`src/rtl/uart_baud_timer.sv`:
```
// Baud/bit timing for the 16550 UART: hands the divisor to the shift-and-add multiplier, captures the
// bit period, then free-runs baudout and bit-boundary counters. Mid-bit strobe: UART_BAUD_TIMER_HALF_TICK_EN.
module uart_baud_timer #(
  parameter int unsigned DIVISOR_WIDTH    = 16,
  parameter int unsigned OVERSAMPLE_WIDTH = 8,
  parameter int unsigned OVERSAMPLE       = 16,
  localparam int unsigned PERIOD_WIDTH    = DIVISOR_WIDTH + OVERSAMPLE_WIDTH
) (
  input  logic                        clk,
  input  logic                        rst,
  input  logic [DIVISOR_WIDTH-1:0]    divisor,
  input  logic                        divisor_wr,
  input  logic                        sync,
  output logic [DIVISOR_WIDTH-1:0]    mult_multiplicand,
  output logic [OVERSAMPLE_WIDTH-1:0] mult_multiplier,
  output logic                        mult_start,
  input  logic                        mult_busy,
  input  logic [PERIOD_WIDTH-1:0]     mult_product,
  output logic [PERIOD_WIDTH-1:0]     period,
  output logic                        ready,
  output logic                        baudout,
  output logic                        bit_tick,
  output logic                        half_tick
);

  typedef enum logic [2:0] {StIdle, StReq, StWaitHi, StWaitLo, StRun} state_e;

  state_e                   state_q, state_d;
  logic [DIVISOR_WIDTH-1:0] div_q, div_d;
  logic                     pend_q, pend_d;
  logic [PERIOD_WIDTH-1:0]  period_q, period_d;
  logic [DIVISOR_WIDTH-1:0] div_cnt_q, div_cnt_d;
  logic [PERIOD_WIDTH-1:0]  bit_cnt_q, bit_cnt_d;

  logic wr_nz, wr_z, baud_hit, bit_hit, tick_en;

  assign div_d    = divisor_wr ? divisor : div_q;
  assign wr_nz    = divisor_wr && (divisor != '0);
  assign wr_z     = divisor_wr && (divisor == '0);
  assign baud_hit = (div_cnt_q == div_q - DIVISOR_WIDTH'(1));
  assign bit_hit  = (bit_cnt_q == period_q - PERIOD_WIDTH'(1));

  always_ff @(posedge clk or posedge rst) begin
    if (rst) begin
      state_q   <= StIdle;
      div_q     <= '0;
      pend_q    <= 1'b0;
      period_q  <= '0;
      div_cnt_q <= '0;
      bit_cnt_q <= '0;
    end else begin
      state_q   <= state_d;
      div_q     <= div_d;
      pend_q    <= pend_d;
      period_q  <= period_d;
      div_cnt_q <= div_cnt_d;
      bit_cnt_q <= bit_cnt_d;
    end
  end

  always_comb begin
    state_d  = state_q;
    pend_d   = pend_q;
    period_d = period_q;
    unique case (state_q)
      StIdle: begin
        if (wr_nz) state_d = StReq;
      end
      StReq: begin
        // The start pulse has already gone out with the old divisor, so rerun it afterwards.
        if (wr_nz) pend_d = 1'b1;
        state_d = wr_z ? StIdle : StWaitHi;
      end
      StWaitHi: begin
        if (divisor_wr) pend_d = 1'b1;
        if (mult_busy) state_d = StWaitLo;
      end
      StWaitLo: begin
        if (divisor_wr) pend_d = 1'b1;
        if (!mult_busy) begin
          period_d = mult_product;
          if (pend_q || divisor_wr) begin
            pend_d  = 1'b0;
            state_d = (div_d == '0) ? StIdle : StReq;
          end else begin
            state_d = StRun;
          end
        end
      end
      StRun: begin
        if (divisor_wr) state_d = wr_z ? StIdle : StReq;
      end
      default: state_d = StIdle;
    endcase
  end

  // Counters sit at phase 0 outside RUN so the first RUN cycle starts aligned.
  always_comb begin
    div_cnt_d = '0;
    bit_cnt_d = '0;
    if (state_q == StRun && !divisor_wr && !sync) begin
      div_cnt_d = baud_hit ? '0 : div_cnt_q + DIVISOR_WIDTH'(1);
      bit_cnt_d = bit_hit ? '0 : bit_cnt_q + PERIOD_WIDTH'(1);
    end
  end

  always_comb begin
    mult_start = (state_q == StReq);
    ready      = (state_q == StRun);
    tick_en    = (state_q == StRun) && !(sync && !divisor_wr);
    baudout    = tick_en && baud_hit;
    bit_tick   = tick_en && bit_hit;
`ifdef UART_BAUD_TIMER_HALF_TICK_EN
    if (period_q == PERIOD_WIDTH'(1)) begin
      half_tick = tick_en && bit_hit;
    end else begin
      half_tick = tick_en && (bit_cnt_q == (period_q >> 1) - PERIOD_WIDTH'(1));
    end
`else
    half_tick  = 1'b0;
`endif
  end

  assign mult_multiplicand = div_q;
  assign mult_multiplier   = OVERSAMPLE_WIDTH'(OVERSAMPLE);
  assign period            = period_q;

endmodule
```
`config.mk`:
```
export PLATFORM = sky130hd
export DESIGN_NAME = uart_baud_timer
export DESIGN_NICKNAME = d
export VERILOG_FILES = /design/src/rtl/uart_baud_timer.sv
export SDC_FILE = /design/constraint.sdc
export NUM_CORES = 1
export LEC_CHECK = 0
export BUFFER_PORTS_ARGS = -buffer_cell sky130_fd_sc_hd__buf_4
export CAP_MARGIN = 20
export CORE_MARGIN = 8
export CORE_UTILIZATION = 60
export DETAILED_ROUTE_END_ITERATION = 10
export PLACE_DENSITY_LB_ADDON = 0.15
export SYNTH_ARGS = -nofsm -noshare
export SYNTH_HDL_FRONTEND = slang
export SYNTH_SLANG_ARGS = --single-unit
```
`constraint.sdc`:
```
create_clock -name clk -period 6.02 [get_ports clk]
set_input_delay 0.301 -clock clk [delete_from_list [all_inputs] [get_ports clk]]
set_output_delay 0.301 -clock clk [all_outputs]
set_load 0.02 [all_outputs]
```
Word level (Yosys, flattened, before mapping)
Index checks and enable logic that the tools add are counted.
- register bits after elaboration: 84
- output and inout bits: 53
- logic and storage cells: 61
- $add $sub $neg: 4
- eq/ne operators: 11
- multiplexer cells: 19
- bitwise gates (word level): 1
- reduce and logical (&&, ||, !) cells: 20
- operators with widths (kind ; number):
    16-bit two-way mux ; 3
    24-bit two-way mux ; 2
    16-bit zero test ; 2
    24-bit by 1-bit adder with 24-bit output (second input constant) ; 1
    24-bit equality test ; 1
    24-bit by 1-bit subtractor with 24-bit output (second input constant) ; 1
    16-bit by 1-bit adder with 16-bit output (second input constant) ; 1
    16-bit equality test ; 1
    16-bit nonzero test ; 1
    16-bit by 1-bit subtractor with 16-bit output (second input constant) ; 1
    3-bit two-way mux ; 5
    3-bit case mux with 5 select lines ; 1
    1-bit logical AND ; 8
    2-bit inequality test (second input constant) ; 4
    3-bit by 2-bit equality test with 1-bit output (second input constant) ; 2
    1-bit two-way mux ; 6
    2-bit AND reduction ; 2
    4-bit AND reduction ; 1
    3-bit by 1-bit equality test with 1-bit output (second input constant) ; 1
    3-bit equality test (second input constant) ; 1
    1-bit zero test ; 3
    3-bit zero test ; 1
    1-bit case mux with 3 select lines ; 1
    3-bit nonzero test ; 1
    4 further kinds ; 4

Longest topological paths before layout
Gate-level depths: netlist of run 1.
- word-level depth: 6
- depth in mapped cells: 11
- gate-level depth less buffers: 9

Least setup slack after synthesis of run 1
No wires, ideal clock.
- path type: register to output
- start: register period_q[0] (netlist: period[0])
- end: output bit_tick
- data arrival time: 3335 ps
- data required time: 5719 ps
- path slack: 2384 ps
- cell stages (with the launch flop): 10
- cells stage by stage: dfrtp_1 inv_1 ha_1 or4b_2 nor4_4 o22ai_1 a221o_1 or4_1 a2111oi_2 and4_1
- word-level cells in the longest chain between the ends: 3
- ends and longest elaborated chain (item ; RTL line ; text):
    start, declared ; 31 ; logic [PERIOD_WIDTH-1:0] period_q, period_d;
    start signal, assigned ; 55 ; period_q <= period_d;
    24-bit by 1-bit subtractor with 24-bit output ; 41 ; assign bit_hit = (bit_cnt_q == period_q - PERIOD_WIDTH'(1));
    24-bit equality test ; 41 ;
    1-bit logical AND ; 112 ; bit_tick = tick_en && bit_hit;
    end, declared ; 22 ; output logic bit_tick,
No other way between the ends.

Worst setup path after layout of run 1
Ends and elaborated chain as after synthesis.

==> results.md, run 1 <==
* Area of the multi-input gates at 3130 um^2
* Worst-Margin Slew at 0.816 ns
* Tmin final at 4.20 ns
* N_diodes at 0
* Max IR drop VDD at 202 uV
* IO buf count at 88
* Simple logic cell fraction of the synthesized area at 0.260
* Worst path required time at 5.72 ns
* Number of flops mapped to enable cells by yosys at 0
* Largest net degree at the start of global routing at 85
* H-tree lvl count at 3
* Setup TNS at 0 ns
* Slew HR at 0.451
* Post-synthesis compound-gate area fraction at 0.0846
* Core Rows at 35
* Xor/xnor cell area share of the yosys netlist at 0.136
* Synth warn at 0
* Worst-path clk slew at 0.09 ns
* Total grt overflow at 0
* CP Max Fanout at 8
* Resize count post-CTS at 0
* RSZ-0062 raised after global routing: false
* Mapped Area at 5490 um^2
* Top_reg_cell synth: dfrtp_1
* CTS root buffer: clkbuf_8
* Cells after synthesis at 611
* Register area share after synthesis at 0.383
* Drt drc at 0
* Setup repair bufs after CTS at 0
* Status: complete, no violations
* TritonCTS Buffers at 9
* Core footprint at 9060 um^2
* Synth-to-layout area growth at 16.6%
* Routed WL per cell at 17.1 um
* Slew Viols, Final at 0
* First-pass GRT wire length at 23.0 mm
* Initial Util at 0.606
* CP Launch Type: register
* Largest family of logic cells by synthesized area: simple AND/OR/NAND/NOR gates
* Mux contribution to synthesized area at 0.0729
* Layout cells sized above 1 at 0.230
* Final antenna-violating net count at 0
* # IOs at 98
* Via count at 4732
* Antenna violations before repair at 0
* Hold Crit Class: in2reg
* Setup CP Type: reg2out
* Fillers at 700
* Worst Setup End Kind: output port
* Max clock buf depth at 2
* Final Instance Area at 6400 um^2
* First-pass DRT Iterations at 5
* Die area at 12500 um^2
* FF+latch count, synth at 84
* Max Cap Violations at 0
* CTS sink cnt at 84
* Commonest cells after routing, fill and taps aside: buf_4 (94), dfrtp_1 (84), nand2_1 (71), nor2_1 (68), xnor2_1 (53)
* CTS tree: yes
* Gr usage total at 0.222
* Register Area at 2100 um^2
* Setup violators final at 0
* Post-CTS Hold Fix Bufs at 0
* Commonest non-fill, non-tap cell in the layout: buf_4
* Fmax at 0.238 GHz
* Endpoints failing hold at 0
* Power consumption at 2250 uW
* Die height at 112 um
* Worst EP arrival at 3.90 ns
* Initial drt markers at 372
* Synth cell types at 62
* Worst-skew pair later-pin latency at 0.37 ns
* Overall routed net length at 13.7 mm
* P_leak at 0.00282 uW
* Fin nets at 734
* GPL Wtd Cong at 0.966
* P per Cell Area at 351 nW/um^2
* Non-filler cells in the finished layout at 801
* Drt via density at 5.91
* Avg Cell Area, Syn at 8.98 um^2
* Asr flop ratio synth at 1.00
* Area after DPL at 6140 um^2
* Placed instance count at 782
* Final HPWL DP at 10.1 mm
* Adder-cell share of the synthesized area at 0.00912
* Skew final at 0.0145 ns
* Die X at 112 um
* Final Cycle Share at 0.697
* Vias in the first global route at 4862
-- critical path, cell delays in order (launching register included) --
cell       delay, ns
dfrtp_1         0.44
inv_1           0.09
ha_1            0.29
or4b_2          0.68
nor4_4          0.27
o22ai_1         0.17
a221o_1         0.36
or4_1           0.53
a2111oi_2       0.29
and4_1          0.26
buf_4           0.15
-- cell type report --
type                    count  share of cell area
clock buffers               9              0.0193
clock inverters             7              0.0154
inverters                  16             0.00958
multi-input cells         477               0.489
flip-flops and latches     84               0.328
well taps                 111              0.0217
repair buffers             97               0.117
-- worst paths after layout --
check                                start            end  slack (ns)  cells after the start
max                              period[0]       bit_tick        1.82                     10
min                        mult_product[4]      period[4]        0.14                      3
max reg2reg                      period[0]  bit_cnt_q[13]        2.60                     10
min reg2reg                         pend_q         pend_q        0.52                      2
max in group asynchronous              rst      period[0]        4.96                      5
min in group asynchronous              rst     period[23]        0.47                      4
-- where the power goes --
group          switching (uW)  total, uW  internal (uW)
registers                 203        870            667
clock network             225        462            237
logic                     493        916            423
total                     922       2250           1330
-- Yosys cell counts (5+ instances only) --
cell type / n / area, um^2
nand3_1: 22 / 110
clkbuf_1: 22 / 82.6
nand2_1: 71 / 267
inv_1: 16 / 60.1
or4_1: 8 / 60.1
xor2_1: 32 / 280
xnor2_1: 53 / 464
nand4_1: 19 / 119
o21ai_0: 18 / 90.1
nor3b_1: 5 / 37.5
o211ai_1: 5 / 37.5
a21oi_1: 10 / 50.1
nor4_1: 20 / 125
nor2_1: 69 / 259
buf_4: 12 / 90.1
nor3_1: 18 / 90.1
dfrtp_1: 84 / 2100
nor2b_1: 5 / 31.3
and3_1: 8 / 50.1
mux2_2: 32 / 360
-- layer usage --
layer | wire length [um] | vias to the layer above | global-route usage | part of all wire
met3 | 844 | 29 | 0.0509 | 0.062
met5 | 0 | - | 0 | 0
met4 | 298 | 0 | 0.0994 | 0.022
li1 | - | 2276 | - | -
met1 | 5730 | 2280 | 0.258 | 0.42
met2 | 6810 | 147 | 0.381 | 0.50
-- sequential cells by signal, summed over array words and instances, names as in the netlist --
signal and count:
mult_multiplicand 16, bit_cnt_q 24, period 24, state_q 3, pend_q 1, div_cnt_q 16
-- logic make-up after synthesis --
kind of cell | Yosys count
DFF | 84
xor gates and xnor gates | 85
AOI/OAI and AO/OA | 66
other | 2
buffers and inverters | 57
muxes | 36
adders and majority gates | 4
and+or+nand+nor | 277
-- metrics by stage --
| step | worst slack, ns | hold WS (ns) | utilization |
|---|---|---|---|
| floorplan | 2.38 | 0.418 | - |
| global placement | 2.27 | 0.495 | 0.677 |
| detailed placement | 2.21 | 0.501 | 0.677 |
| CTS | 1.81 | 0.134 | 0.702 |
| global route | 1.59 | 0.155 | 0.706 |
| finish | 1.82 | 0.135 | 0.706 |
(Power assumes the default switching activity.)
==> run 2: changes to the inputs <==
- CORE_UTILIZATION: 60 -> 57
- clock period: 6.02 -> 4.2 ns (I/O delays scaled with it)
==> run 2 against run 1 <==
Compared with the run above:
- sequential share of layout area is 0.24 points higher
- count of clock-buffer cells in the layout grew 2
- core utilization shrank 4.1 points
- final cell count rose by 2.5%
- combinational power is 43% higher
- worst setup slack got worse by 1.6 ns
- sequential power up 44%
- clock power increased by 12%
- non-clock buffer count fell by 1
- critical path depth stayed put
- power increased by 37%
==> results.md, run 2 (same netlist as run 1, synthesis figures left out) <==
* Max clock buf depth at 2 (unchanged)
* Slew Viols, Final at 0 (unchanged)
* Worst EP arrival at 3.73 ns (-0.17 ns)
* Gr usage total at 0.218 (-0.00408)
* Initial drt markers at 293 (-21%)
* Vias in the first global route at 4707 (-3.2%)
* Via count at 4723 (-0.19%)
* Worst path slowest cell: or4_1
* Worst reg2reg path startpoint: period[9]
* Slew HR at 0.298 (-0.153)
* GPL Wtd Cong at 0.952 (-1.5%)
* Drt drc at 0 (unchanged)
* CTS tree: yes
* Commonest cells after routing, fill and taps aside: buf_4 (95), dfrtp_1 (84), nand2_1 (71), nor2_1 (68), xnor2_1 (53)
* Tmin final at 3.94 ns
* RSZ-0062 raised after global routing: false
* CTS sink cnt at 84 (unchanged)
* Drt via density at 5.75 (-2.6%)
* Core Util, Final at 0.666 (-0.0407)
* TritonCTS Buffers at 9 (unchanged)
* Reg2Reg Setup Slack at 0.83 ns (-1.77 ns)
* Synth-to-layout area growth at 15.8%
* Core footprint at 9550 um^2 (+5.3%)
* Core Rows at 36 (+2.9%)
* R2R depth at 8 (-2)
* Fmax at 0.254 GHz
* H-tree lvl count at 3 (unchanged)
* Total grt overflow at 0 (unchanged)
* Setup CP Type: reg2out
* Die height at 114 um (+2.2%)
* Initial Util at 0.575 (-0.0307)
* Final antenna-violating net count at 0 (unchanged)
* Die area at 13000 um^2 (+4.5%)
* Overall routed net length at 13.7 mm (+0.35%)
* Layout cells sized above 1 at 0.228 (-0.00224)
* DRT met1 WL at 5.63 mm (-1.7%)
* Antenna violations before repair at 0 (unchanged)
* Max Cap Violations at 0 (unchanged)
* Worst-Margin Slew at 1.04 ns (+0.227 ns)
* Worst Setup End Kind: output port
* CP Max Fanout at 8 (unchanged)
* Hold Crit Class: in2reg
* Largest net degree at the start of global routing at 50 (-41%)
* CP Cell Sequence: inv_1, ha_2, or4b_4, nor4_4, o22ai_1, a221o_1, or4_1, a2111oi_2, and4_1, buf_4
* Reg-to-reg endpoint: bit_cnt_q[17]
* Crit. Startpoint: period[0]
* Skew final at 0.00593 ns (-0.00853 ns)
* Placed instance count at 804 (+2.8%)
* Die X at 114 um (+2.2%)
* Critical Path Sink: bit_tick
* Commonest non-fill, non-tap cell in the layout: buf_4
* IO buf count at 88 (unchanged)
* Status: complete, no violations
* Worst path required time at 3.99 ns (-1.73 ns)
* Worst-path clk slew at 0.08 ns (about the same)
* Max IR drop VDD at 297 uV (+47%)
* CTS root buffer: clkbuf_8
* N_diodes at 0 (unchanged)
* Met3 WL post-DR at 795 um (-5.8%)
* P_leak at 0.00279 uW (-1.3%)
* Final Cycle Share at 0.939
* Routed WL per cell at 16.7 um (-2.1%)
* First-pass GRT wire length at 22.8 mm (-0.78%)
* Hold path start: mult_product[0]
* Metal2 WL at 6.97 mm (+2.4%)
* Worst-skew pair later-pin latency at 0.37 ns (about the same)
* Crit-path max cell delay at 0.53 ns (-0.15 ns)
* First-pass DRT Iterations at 5 (unchanged)
* Highest routed layer: met4
* # IOs at 98 (unchanged)
* Endpoints failing hold at 0 (unchanged)
* CP Launch Type: register
* Setup violators final at 0 (unchanged)
* P per Cell Area at 484 nW/um^2 (+38%)
* Setup TNS at 0 ns (unchanged)
* Final HPWL DP at 10.4 mm (+2.9%)
* Non-filler cells in the finished layout at 821 (+2.5%)
* Fin nets at 733 (-0.14%)
==> run 2: through the flow <==
stage	setup WS [ns]	instance area, um^2	hold WS [ns]	total power (uW)
2_1_floorplan	0.655	5520	0.327	2140
5_1_grt	0.0791	6360	0.0598	3260
6_report	0.255	6360	0.0526	3080
4_1_cts	0.0410	6340	0.0423	3080
3_5_place_dp	0.449	6160	0.309	2560
3_3_place_gp	0.530	6160	0.301	2520
==> run 2: worst min path at each step <==
stage	slack [ns]	cells after the start	endpoint
floorplan	0.33	2	period[0]
global placement	0.30	2	period[20]
detailed placement	0.31	2	period[18]
CTS	0.04	3	period[4]
global route	0.06	3	period[0]
finish	0.05	3	period[0]
==> run 2: layout make-up <==
type	count	area, um^2
repair buffers	96	723
flip-flops and latches	84	2100
well taps	133	166
clock inverters	4	26.3
inverters	16	61.3
multi-input cells	477	3140
fillers	817	3190
clock buffers	11	141
==> run 2: repair_timing <==
action                                 4_1_cts  5_1_grt
hold buffers                                 1        0
gates resized for setup                      0        2
setup endpoints to repair                    0        1
endpoints found under the hold margin       35        0
buffers inserted                             0        1
==> run 2: power by group <==
group,internal [uW],leakage (uW),switching [uW]
Clock,227,0.0000852,291
Combinational,606,0.00162,703
Sequential,956,0.00108,294
Total,1790,0.00279,1290
==> run 2: worst max-delay path, delay by kind of cell, from the launching register on <==
| kind | cells | cell delay [ns] |
|---|---|---|
| adder cells (fa/ha/maj) | 1 | 0.26 |
| buffers and inverters | 2 | 0.26 |
| AND/OR/NAND/NOR | 4 | 1.60 |
| flip-flops | 1 | 0.44 |
| AO/OA/AOI/OAI | 3 | 0.80 |
==> run 2: layer usage <==
layer,GRT usage,up-vias
li1,-,2267
met5,0,-
met3,0.0517,29
met4,0.0985,0
met2,0.383,123
met1,0.244,2304
==> run 3: changes to the inputs <==
- CORE_MARGIN: 8 -> not set
==> run 3 against run 2 <==
Compared with the run above:
- non-clock buffer count is 1 higher
- sequential power hardly changed
- flip-flop and latch count stayed put
- via count is 0.53% lower
- final cell count is 0.24% lower
- critical path depth stayed put
- global-route usage is 5.8 points higher
- register-to-register slack worse by 0.02 ns
- power is 2.2% higher
- critical path type unchanged
- count of clock-buffer cells in the layout is 2 lower
- hold slack better by 0.0016 ns
- die area is 23% lower
- highest routed layer unchanged
==> results.md, run 3 (same netlist as run 1, synthesis figures left out) <==
* Status: complete, no violations
* Endpoints failing hold at 0 (unchanged)
* Initial Util at 0.591 (+0.0164)
* Setup CP Type: reg2out
* CTS tree: yes
* GPL Wtd Cong at 0.939 (-1.4%)
* Fillers at 787 (-3.7%)
* Commonest cells after routing, fill and taps aside: buf_4 (95), dfrtp_1 (84), nand2_1 (71), nor2_1 (68), xnor2_1 (53)
* Final HPWL DP at 9.54 mm (-8.5%)
* CP Max Fanout at 8 (unchanged)
* Skew final at 0.0106 ns (+0.00469 ns)
* Gr usage total at 0.275 (+0.0577)
* Worst-Margin Slew at 0.837 ns (-0.206 ns)
* P per Cell Area at 493 nW/um^2 (+1.8%)
* Vias in the first global route at 4523 (-3.9%)
* CTS sink cnt at 84 (unchanged)
* Worst-path clk slew at 0.09 ns (about the same)
* CP Launch Type: register
* Commonest non-fill, non-tap cell in the layout: buf_4
* Tmin final at 3.95 ns (+0.00589 ns)
* Fin nets at 734 (+0.14%)
* H-tree lvl count at 3 (unchanged)
* Worst path required time at 3.99 ns (about the same)
* Core footprint at 9280 um^2 (-2.8%)
* Max IR drop VDD at 370 uV (+25%)
* TritonCTS Buffers at 9 (unchanged)
* Die height at 100 um (-12%)
* Synth-to-layout area growth at 16.3%
* Core Rows at 35 (-2.8%)
* Core Util, Final at 0.688 (+0.0223)
* Worst-skew pair later-pin latency at 0.36 ns (about the same)
* Drt via density at 5.74 (-0.29%)
* Die area at 10000 um^2 (-23%)
* CTS root buffer: clkbuf_8
* Die X at 100 um (-12%)
* Non-filler cells in the finished layout at 819 (-0.24%)
* Slew Viols, Final at 0 (unchanged)
* # IOs at 98 (unchanged)
* Setup TNS at 0 ns (unchanged)
* Power consumption at 3150 uW (+2.2%)
* Worst EP arrival at 3.74 ns (about the same)
* Antenna violations before repair at 0 (unchanged)
* Placed instance count at 800 (-0.50%)
* Worst Setup End Kind: output port
* Final Cycle Share at 0.941 (+0.00140)
* Slew HR at 0.437 (+0.139)
* IO buf count at 88 (unchanged)
* Max clock buf depth at 2 (unchanged)
* Initial drt markers at 237 (-19%)
* Final Instance Area at 6390 um^2 (+0.47%)
* Setup violators final at 0 (unchanged)
* Area after DPL at 6160 um^2 (about the same)
* RSZ-0062 raised after global routing: false
* Routed WL per cell at 15.8 um (-5.6%)
* Overall routed net length at 12.9 mm (-5.8%)
* Via count at 4698 (-0.53%)
* P_leak at 0.00281 uW (+0.71%)
* N_diodes at 0 (unchanged)
* Max Cap Violations at 0 (unchanged)
* Fmax at 0.253 GHz (-0.15%)
* Drt drc at 0 (unchanged)
* Hold Crit Class: in2reg
* First-pass DRT Iterations at 4 (-1)
* Total grt overflow at 0 (unchanged)
* First-pass GRT wire length at 21.8 mm (-4.4%)
* Final antenna-violating net count at 0 (unchanged)
* Largest net degree at the start of global routing at 45 (-10%)
* Layout cells sized above 1 at 0.232 (+0.00369)
[run 3: changes by cell type in the layout (fill, tap and decap cells not counted), sizes merged]
cell,previous run,this run
clkinv,4,3
bufinv,0,1
clkbuf,11,10
inv,15,18
[run 3: worst max-delay path, cell delays in order, from the launching register on]
cell and delay (ns):
dfrtp_1 0.45, inv_1 0.10, ha_2 0.26, or4b_4 0.52
nor4_4 0.29, o22ai_1 0.17, a221o_1 0.38, or4_1 0.54
a2111oi_2 0.27, and4_1 0.25, buf_4 0.15
[run 3: path summary, 6_finish.rpt]
kind	startpoint	to	slack, ns	cells past startpoint
max	period[0]	bit_tick	0.25	10
min	mult_product[4]	period[4]	0.05	3
max reg2reg	period[9]	bit_cnt_q[12]	0.81	8
min reg2reg	pend_q	pend_q	0.53	2
max in group asynchronous	rst	period[2]	2.69	4
min in group asynchronous	rst	period[18]	0.50	3
[run 3: stage by stage]
| stage | hold slack (ns) | setup WS [ns] |
|---|---|---|
| after global placement | 0.344 | 0.534 |
| final | 0.0542 | 0.249 |
| after CTS | 0.0459 | 0.0500 |
| after global routing | 0.0604 | 0.0742 |
| after detailed placement | 0.347 | 0.445 |
| after floorplan | 0.327 | 0.655 |
[run 3: routing by layer]
layer | routed length (um) | track usage | vias up | share of wire
li1 | - | - | 2277 | -
met1 | 5530 | 0.350 | 2250 | 0.43
met2 | 6450 | 0.465 | 147 | 0.50
met3 | 660 | 0.0557 | 24 | 0.051
met4 | 290 | 0.104 | 0 | 0.022
met5 | 0 | 0 | - | 0
[run 3: cell type report]
cell class	count	area [um^2]	area share
well taps	129	161	0.0253
multi-input cells	477	3140	0.491
inverters	16	61.3	0.00960
flip-flops and latches	84	2100	0.329
clock inverters	7	73.8	0.0116
clock buffers	9	124	0.0194
repair buffers	97	728	0.114
[run 3: power by group]
group / total (uW) / leakage [uW] / switching, uW / internal [uW]
logic: 1310 / 0.00163 / 701 / 609
registers: 1250 / 0.00108 / 293 / 956
clock network: 587 / 0.000100 / 308 / 279
[run 3: timing repair]
item | CTS | global route
buffers inserted | 0 | 1
setup endpoints to repair | 0 | 1
hold buffers | 1 | 0
resized for setup | 0 | 2
endpoints found under the hold margin | 40 | 0
